## src/rtl/intersection_pkg.sv

```systemverilog
// Shared encodings, lamp constants and phase-sequencing helpers for the intersection controller.
package intersection_pkg;

    localparam int unsigned CNT_W   = 4;
    localparam int unsigned STATE_W = 3;
    localparam int unsigned LAMP_W  = 3;

    localparam logic [LAMP_W-1:0] LAMP_RED = 3'b100;
    localparam logic [LAMP_W-1:0] LAMP_YEL = 3'b010;
    localparam logic [LAMP_W-1:0] LAMP_GRN = 3'b001;

    typedef enum logic [STATE_W-1:0] {
        NS_GREEN  = 3'd0,
        NS_YELLOW = 3'd1,
        ALL_RED_A = 3'd2,
        EW_GREEN  = 3'd3,
        EW_YELLOW = 3'd4,
        ALL_RED_B = 3'd5
    } state_t;

    typedef struct packed {
        logic [LAMP_W-1:0] ns;
        logic [LAMP_W-1:0] ew;
    } lamps_t;

    function automatic state_t next_phase(input state_t s);
        case (s)
            NS_GREEN:  next_phase = NS_YELLOW;
            NS_YELLOW: next_phase = ALL_RED_A;
            ALL_RED_A: next_phase = EW_GREEN;
            EW_GREEN:  next_phase = EW_YELLOW;
            EW_YELLOW: next_phase = ALL_RED_B;
            default:   next_phase = NS_GREEN;
        endcase
    endfunction

    // Moore lamp decode; anything unrecognised shows red both ways.
    function automatic lamps_t decode_lamps(input state_t s);
        case (s)
            NS_GREEN:  decode_lamps = '{ns: LAMP_GRN, ew: LAMP_RED};
            NS_YELLOW: decode_lamps = '{ns: LAMP_YEL, ew: LAMP_RED};
            EW_GREEN:  decode_lamps = '{ns: LAMP_RED, ew: LAMP_GRN};
            EW_YELLOW: decode_lamps = '{ns: LAMP_RED, ew: LAMP_YEL};
            default:   decode_lamps = '{ns: LAMP_RED, ew: LAMP_RED};
        endcase
    endfunction

endpackage

```

## src/rtl/phase_timer.sv

```systemverilog
// 4-bit loadable phase down-counter; priority load > truncate > decrement, never wraps below 0.
module phase_timer
    import intersection_pkg::*;
#(
    parameter int unsigned RESET_VAL = 0,
    parameter int unsigned CUT       = 2
) (
    input  logic             clock,
    input  logic             reset,
    input  logic             load,
    input  logic [CNT_W-1:0] load_val,
    input  logic             trunc,
    input  logic             dec,
    output logic [CNT_W-1:0] count
);

    always_ff @(posedge clock) begin
        if (reset) begin
            count <= CNT_W'(RESET_VAL);
        end else if (load) begin
            count <= load_val;
        end else if (trunc) begin
            count <= CNT_W'(CUT);
        end else if (dec && (count != '0)) begin
            count <= count - CNT_W'(1);
        end
    end

endmodule

```

## src/rtl/intersection_ctrl.sv

```systemverilog
// Two-way intersection phase controller: tick-paced lamp sequencing with pedestrian-shortened greens.
module intersection_ctrl
    import intersection_pkg::*;
#(
    parameter int unsigned GREEN_T  = 9,
    parameter int unsigned YELLOW_T = 3,
    parameter int unsigned ALLRED_T = 1,
    parameter int unsigned PED_CUT  = 2
) (
    input  logic              CLOCK_50,
    input  logic              reset,
    input  logic              tick,
    input  logic              ped_req,
    output logic [LAMP_W-1:0] ns_light,
    output logic [LAMP_W-1:0] ew_light,
    output logic [CNT_W-1:0]  countdown,
    output logic              ped_wait
);

    state_t           state;
    state_t           state_nxt_c;
    logic             load_c;
    logic [CNT_W-1:0] load_val_c;
    logic             trunc_c;
    logic             enter_red_c;
    lamps_t           lamps_nxt_c;

    function automatic logic [CNT_W-1:0] phase_len(input state_t s);
        case (s)
            NS_GREEN, EW_GREEN:   phase_len = CNT_W'(GREEN_T - 1);
            NS_YELLOW, EW_YELLOW: phase_len = CNT_W'(YELLOW_T - 1);
            default:              phase_len = CNT_W'(ALLRED_T - 1);
        endcase
    endfunction

    // Next-state and timer control; an illegal encoding parks in ALL_RED_B with an expired count.
    always_comb begin
        state_nxt_c = state;
        load_c      = 1'b0;
        load_val_c  = '0;
        trunc_c     = 1'b0;
        case (state)
            NS_GREEN, NS_YELLOW, ALL_RED_A, EW_GREEN, EW_YELLOW, ALL_RED_B: begin
                if (tick && (countdown == '0)) begin
                    state_nxt_c = next_phase(state);
                    load_c      = 1'b1;
                    load_val_c  = phase_len(state_nxt_c);
                end
            end
            default: begin
                state_nxt_c = ALL_RED_B;
                load_c      = 1'b1;
                load_val_c  = '0;
            end
        endcase
        trunc_c     = ((state == NS_GREEN) || (state == EW_GREEN)) && ped_wait &&
                      (countdown > CNT_W'(PED_CUT));
        enter_red_c = load_c && ((state_nxt_c == ALL_RED_A) || (state_nxt_c == ALL_RED_B));
        lamps_nxt_c = decode_lamps(state_nxt_c);
    end

    // State, lamps and pedestrian latch; a new request beats the all-red clear.
    always_ff @(posedge CLOCK_50) begin
        if (reset) begin
            state    <= ALL_RED_B;
            ns_light <= LAMP_RED;
            ew_light <= LAMP_RED;
            ped_wait <= 1'b0;
        end else begin
            state    <= state_nxt_c;
            ns_light <= lamps_nxt_c.ns;
            ew_light <= lamps_nxt_c.ew;
            ped_wait <= ped_req || (ped_wait && !enter_red_c);
        end
    end

    phase_timer #(
        .RESET_VAL (ALLRED_T - 1),
        .CUT       (PED_CUT)
    ) u_timer (
        .clock    (CLOCK_50),
        .reset    (reset),
        .load     (load_c),
        .load_val (load_val_c),
        .trunc    (trunc_c),
        .dec      (tick),
        .count    (countdown)
    );

endmodule
```

## config.mk

```make
export PLATFORM = sky130hd
export DESIGN_NAME = intersection_ctrl
export DESIGN_NICKNAME = d
export VERILOG_FILES = /design/src/rtl/intersection_pkg.sv /design/src/rtl/phase_timer.sv /design/src/rtl/intersection_ctrl.sv
export SDC_FILE = /design/constraint.sdc
export NUM_CORES = 1
export LEC_CHECK = 0
export BUFFER_PORTS_ARGS = -buffer_cell sky130_fd_sc_hd__buf_2
export CORE_MARGIN = 2
export CORE_UTILIZATION = 56
export DETAILED_ROUTE_END_ITERATION = 16
export HOLD_SLACK_MARGIN = 0.05
export PLACE_DENSITY = 0.79
export RECOVER_POWER = 50
export SLEW_MARGIN = 20
export SYNTH_ARGS = -nofsm -noshare
export SYNTH_HDL_FRONTEND = slang
export SYNTH_SLANG_ARGS = --single-unit
export TNS_END_PERCENT = 1
```

## constraint.sdc

```tcl
create_clock -name CLOCK_50 -period 2.4 [get_ports CLOCK_50]
set_input_delay 0 -clock CLOCK_50 [delete_from_list [all_inputs] [get_ports CLOCK_50]]
set_output_delay 0 -clock CLOCK_50 [all_outputs]
set_load 0.1 [all_outputs]
```

==> flow_metrics.env <==
export IMPL_status="completed"
export IMPL_switchingPower_w=0.0004544
export IMPL_power_density_mw_per_mm2=1045
export IMPL_timing_rr_end="ped_wait"
export IMPL_dr_pass1_iters=4
export IMPL_hpwl_microns=1108
export IMPL_initial_core_util=0.6000
export IMPL_cts_root_buf="clkbuf_4"
export IMPL_synth_area_sq_um=780.7
export IMPL_endpoint_kind="flip-flop"
export IMPL_die_h_microns=41.34
export IMPL_synth_mux_area_frac=0.02885
export IMPL_ys_seq_area_frac=0.3590
export IMPL_ys_top_cells_by_area="dfxtp_1 (36%), a21oi_1 (4.5%), nor3_1 (4.5%)"
export IMPL_netlist_area_leader_share=0.3590
export IMPL_cp_start_kind="flip-flop"
export IMPL_die_area_sq_mm=0.001709
export IMPL_syn_inst=89
export IMPL_synth_top_area_cell="dfxtp_1"
export IMPL_synth_seq_cells=14
export IMPL_endpoint="ped_wait"
export IMPL_synthToLayoutAreaGrowth_pct=14.42
export IMPL_arrival_ns=2.48
export IMPL_vias_per_cell=5.942
export IMPL_skew_ns=0.002853
export IMPL_final_area_sq_um=893.4
export IMPL_finalWirelength_microns=1674
export IMPL_slew_violations=0
export IMPL_clkSlewWorstSetupHoldPaths_ns=0.08
export IMPL_worst_path_buf_inv=2
export IMPL_route_detailed_drc=0
export IMPL_clk_latency_ns=0.29
export IMPL_finalSetupViolations=0
export IMPL_yosys_area_share_adder=0.03205
export IMPL_grt_pass1_vias=603
export IMPL_drt_iter0_drc=13
export IMPL_routabilityCongestion=0.7825
export IMPL_cts_tree="yes"
export IMPL_r2r_setup_slack_ns=0.11
export IMPL_antenna_found_initial=0
export IMPL_fmax_mhz=435.7
export IMPL_setup_tns_ns=0
export IMPL_ys_flop_type="dfxtp_1"
export IMPL_cts_max_level=1
export IMPL_cts_sinks=14
export IMPL_wl_per_cell_microns=13.95
export IMPL_combPwrFrac=0.472
export IMPL_grt_total_usage=0.2464
export IMPL_maxSlewHeadroom=0.2277
export IMPL_grt_remaining_overflow=0
export IMPL_power_frac_clock=0.185
export IMPL_crit_fanout=6
export IMPL_nNetsFinal=112
export IMPL_dr_total_vias=713
export IMPL_synth_top_family_by_area="simple AND/OR/NAND/NOR gates"
export IMPL_rr_worst_depth=8
export IMPL_critical_path_class="reg2reg"
export IMPL_core_area_sq_mm=0.001301
export IMPL_timing_final_crit_share=0.9562
export IMPL_crit_chain="inv_1 -> ha_2 -> and4bb_4 -> nand2_4 -> or3_1 -> a31oi_1 -> nor2_1 -> dlygate4sd3_1"
export IMPL_cts_setup_buffers=0
export IMPL_cts_buffers=3
export IMPL_dpl_cell_area_sq_um=848.3
export IMPL_r2r_start="u_timer.count[1]"
export IMPL_grt_setup_unrepaired="no"
export IMPL_avgSynthCellArea_sq_um=8.772
export IMPL_min_from="reset"
export IMPL_clk_path_buf_depth=2
export IMPL_io_buffers=14
export IMPL_critical_path_max_stage_delay_ns=0.55
export IMPL_power_frac_seq=0.342
export IMPL_rows=13
export IMPL_io_pins=15
export IMPL_crit_cells=8
export IMPL_maxCapViolations=0
export IMPL_yosys_area_share_simple=0.2981
export IMPL_drive_gt1_frac=0.2000
export IMPL_synth_cell_type_count=34
export IMPL_hold_viol_final=0
export IMPL_path_delay_family="simple AND/OR/NAND/NOR gates"
export IMPL_synth_compound_area_share=0.2019
export IMPL_crit_slowest_cell="dlygate4sd3_1"
export IMPL_p_total_w=0.0009339
export IMPL_synth_warnings=0
export IMPL_synth_edff_count=0
export IMPL_ant_nets=0
export IMPL_fin_crit_ns=2.295
export IMPL_critPathRequiredTime_ns=2.59
export IMPL_die_w_microns=41.34
export IMPL_p_leak_nw=0.3278
export IMPL_tightest_slew_ns=1.163
export IMPL_async_reset_ff_frac=0
export IMPL_diodes=0
export IMPL_critPathLaunch="u_timer.count[1]"
export IMPL_synthesis_nets=95
export IMPL_hp_class="in2reg"
export IMPL_synth_xor_area_frac=0.02244
export IMPL_vdd_ir_drop_max_v=0.0005719
export IMPL_p_int_w=0.0004795
export IMPL_swShare=0.4866
export IMPL_grt_pass1_wl_microns=2649
export IMPL_fill_cells=117
export IMPL_grt_start_max_net_pins=15
-- synthesized netlist by cell type (2+ instances only) --
| master | number |
|---|---|
| a21oi_2 | 2 |
| nor2_1 | 4 |
| nand2_1 | 8 |
| a21oi_1 | 7 |
| a31oi_1 | 2 |
| nor3_1 | 7 |
| dfxtp_1 | 14 |
| mux2_2 | 2 |
| nand3_1 | 4 |
| or4b_1 | 2 |
| a211oi_1 | 2 |
| or3_1 | 2 |
| ha_1 | 2 |
| buf_2 | 3 |
| nor2b_1 | 2 |
| nor4_1 | 2 |
| xnor2_1 | 2 |
| inv_1 | 4 |
| o21bai_1 | 2 |
| a2111oi_2 | 2 |
-- registers in the layout, indices dropped and copies added (netlist names) --
| signal | flops |
|---|---|
| state | 3 |
| ped_wait | 1 |
| u_timer.count | 4 |
| ew_light | 3 |
| ns_light | 3 |
-- cell usage in the layout, fill, tap and decap left out, drive strengths merged, types with 4 or more instances in the layout --
cell     n
a21oi    9
buf      4
dfxtp   14
nand3    4
nand2    9
nor3     7
inv      4
nor2     5
clkbuf  15
-- layout make-up --
| cell class | count | area, sq um | area share |
|---|---|---|---|
| Tap cell | 15 | 18.77 | 0.02101 |
| Inverter | 4 | 15.01 | 0.01681 |
| Clock buffer | 4 | 36.28 | 0.04062 |
| Sequential cell | 14 | 281.5 | 0.3151 |
| Timing Repair Buffer | 17 | 83.83 | 0.09384 |
| Multi-Input combinational cell | 66 | 457.9 | 0.5126 |
-- what timing repair did --
item	in CTS	in global routing
hold endpoints to repair	1	0
setup endpoints to repair	0	1
gates resized for setup	0	1
hold buffers	2	0
-- metal layers --
layer  wire [microns]  up-vias  GRT usage
met1              803      333     0.3074
met3               85        4    0.07979
li1                 -      358          -
met4               30        0     0.1613
met5                0        -          0
met2              754       18     0.3594
-- metrics by stage --
stage,hold slack [ns],setup WS (ns),instances,utilization
6_report,0.05274,0.1051,120,0.6865
5_1_grt,0.06771,0.01185,120,0.6865
4_1_cts,0.05341,0.1263,120,0.6952
3_5_place_dp,0.2130,0.6151,114,0.6519
3_3_place_gp,0.2081,0.6963,114,0.6519
2_1_floorplan,0.08846,0.08694,89,-
-- worst reg2reg max path, delay by kind of cell, from the launching register on --
kind | cells | cell delay, ns
simple gates | 4 | 0.80
buf+inv | 2 | 0.65
flops | 1 | 0.36
fa+ha+maj | 1 | 0.20
compound gates | 1 | 0.17
-- worst min-delay path by stage --
stage,end,slack (ns),cells past startpoint
after global placement,ped_wait,0.21,3
after floorplan,ew_light[0],0.09,1
final,ew_light[1],0.05,2
after CTS,ew_light[1],0.05,2
after global routing,ew_light[1],0.07,2
after detailed placement,ped_wait,0.21,3
-- power groups by stage --
stage                     sequential, W  clock, W  combinational, W
after floorplan                0.000483         0          0.000220
after global routing           0.000328  0.000190          0.000474
after CTS                      0.000318  0.000176          0.000446
after global placement         0.000320         0          0.000436
after detailed placement       0.000322         0          0.000441
final                          0.000320  0.000173          0.000441
-- cell families after synthesis --
kind of cell,count (synthesis)
AND/OR/NAND/NOR,39
AO/OA/AOI/OAI,21
flip-flops,14
buffers and inverters,9
XOR/XNOR,2
multiplexers,2
adder cells (fa/ha/maj),2
(Power assumes the default switching activity.)
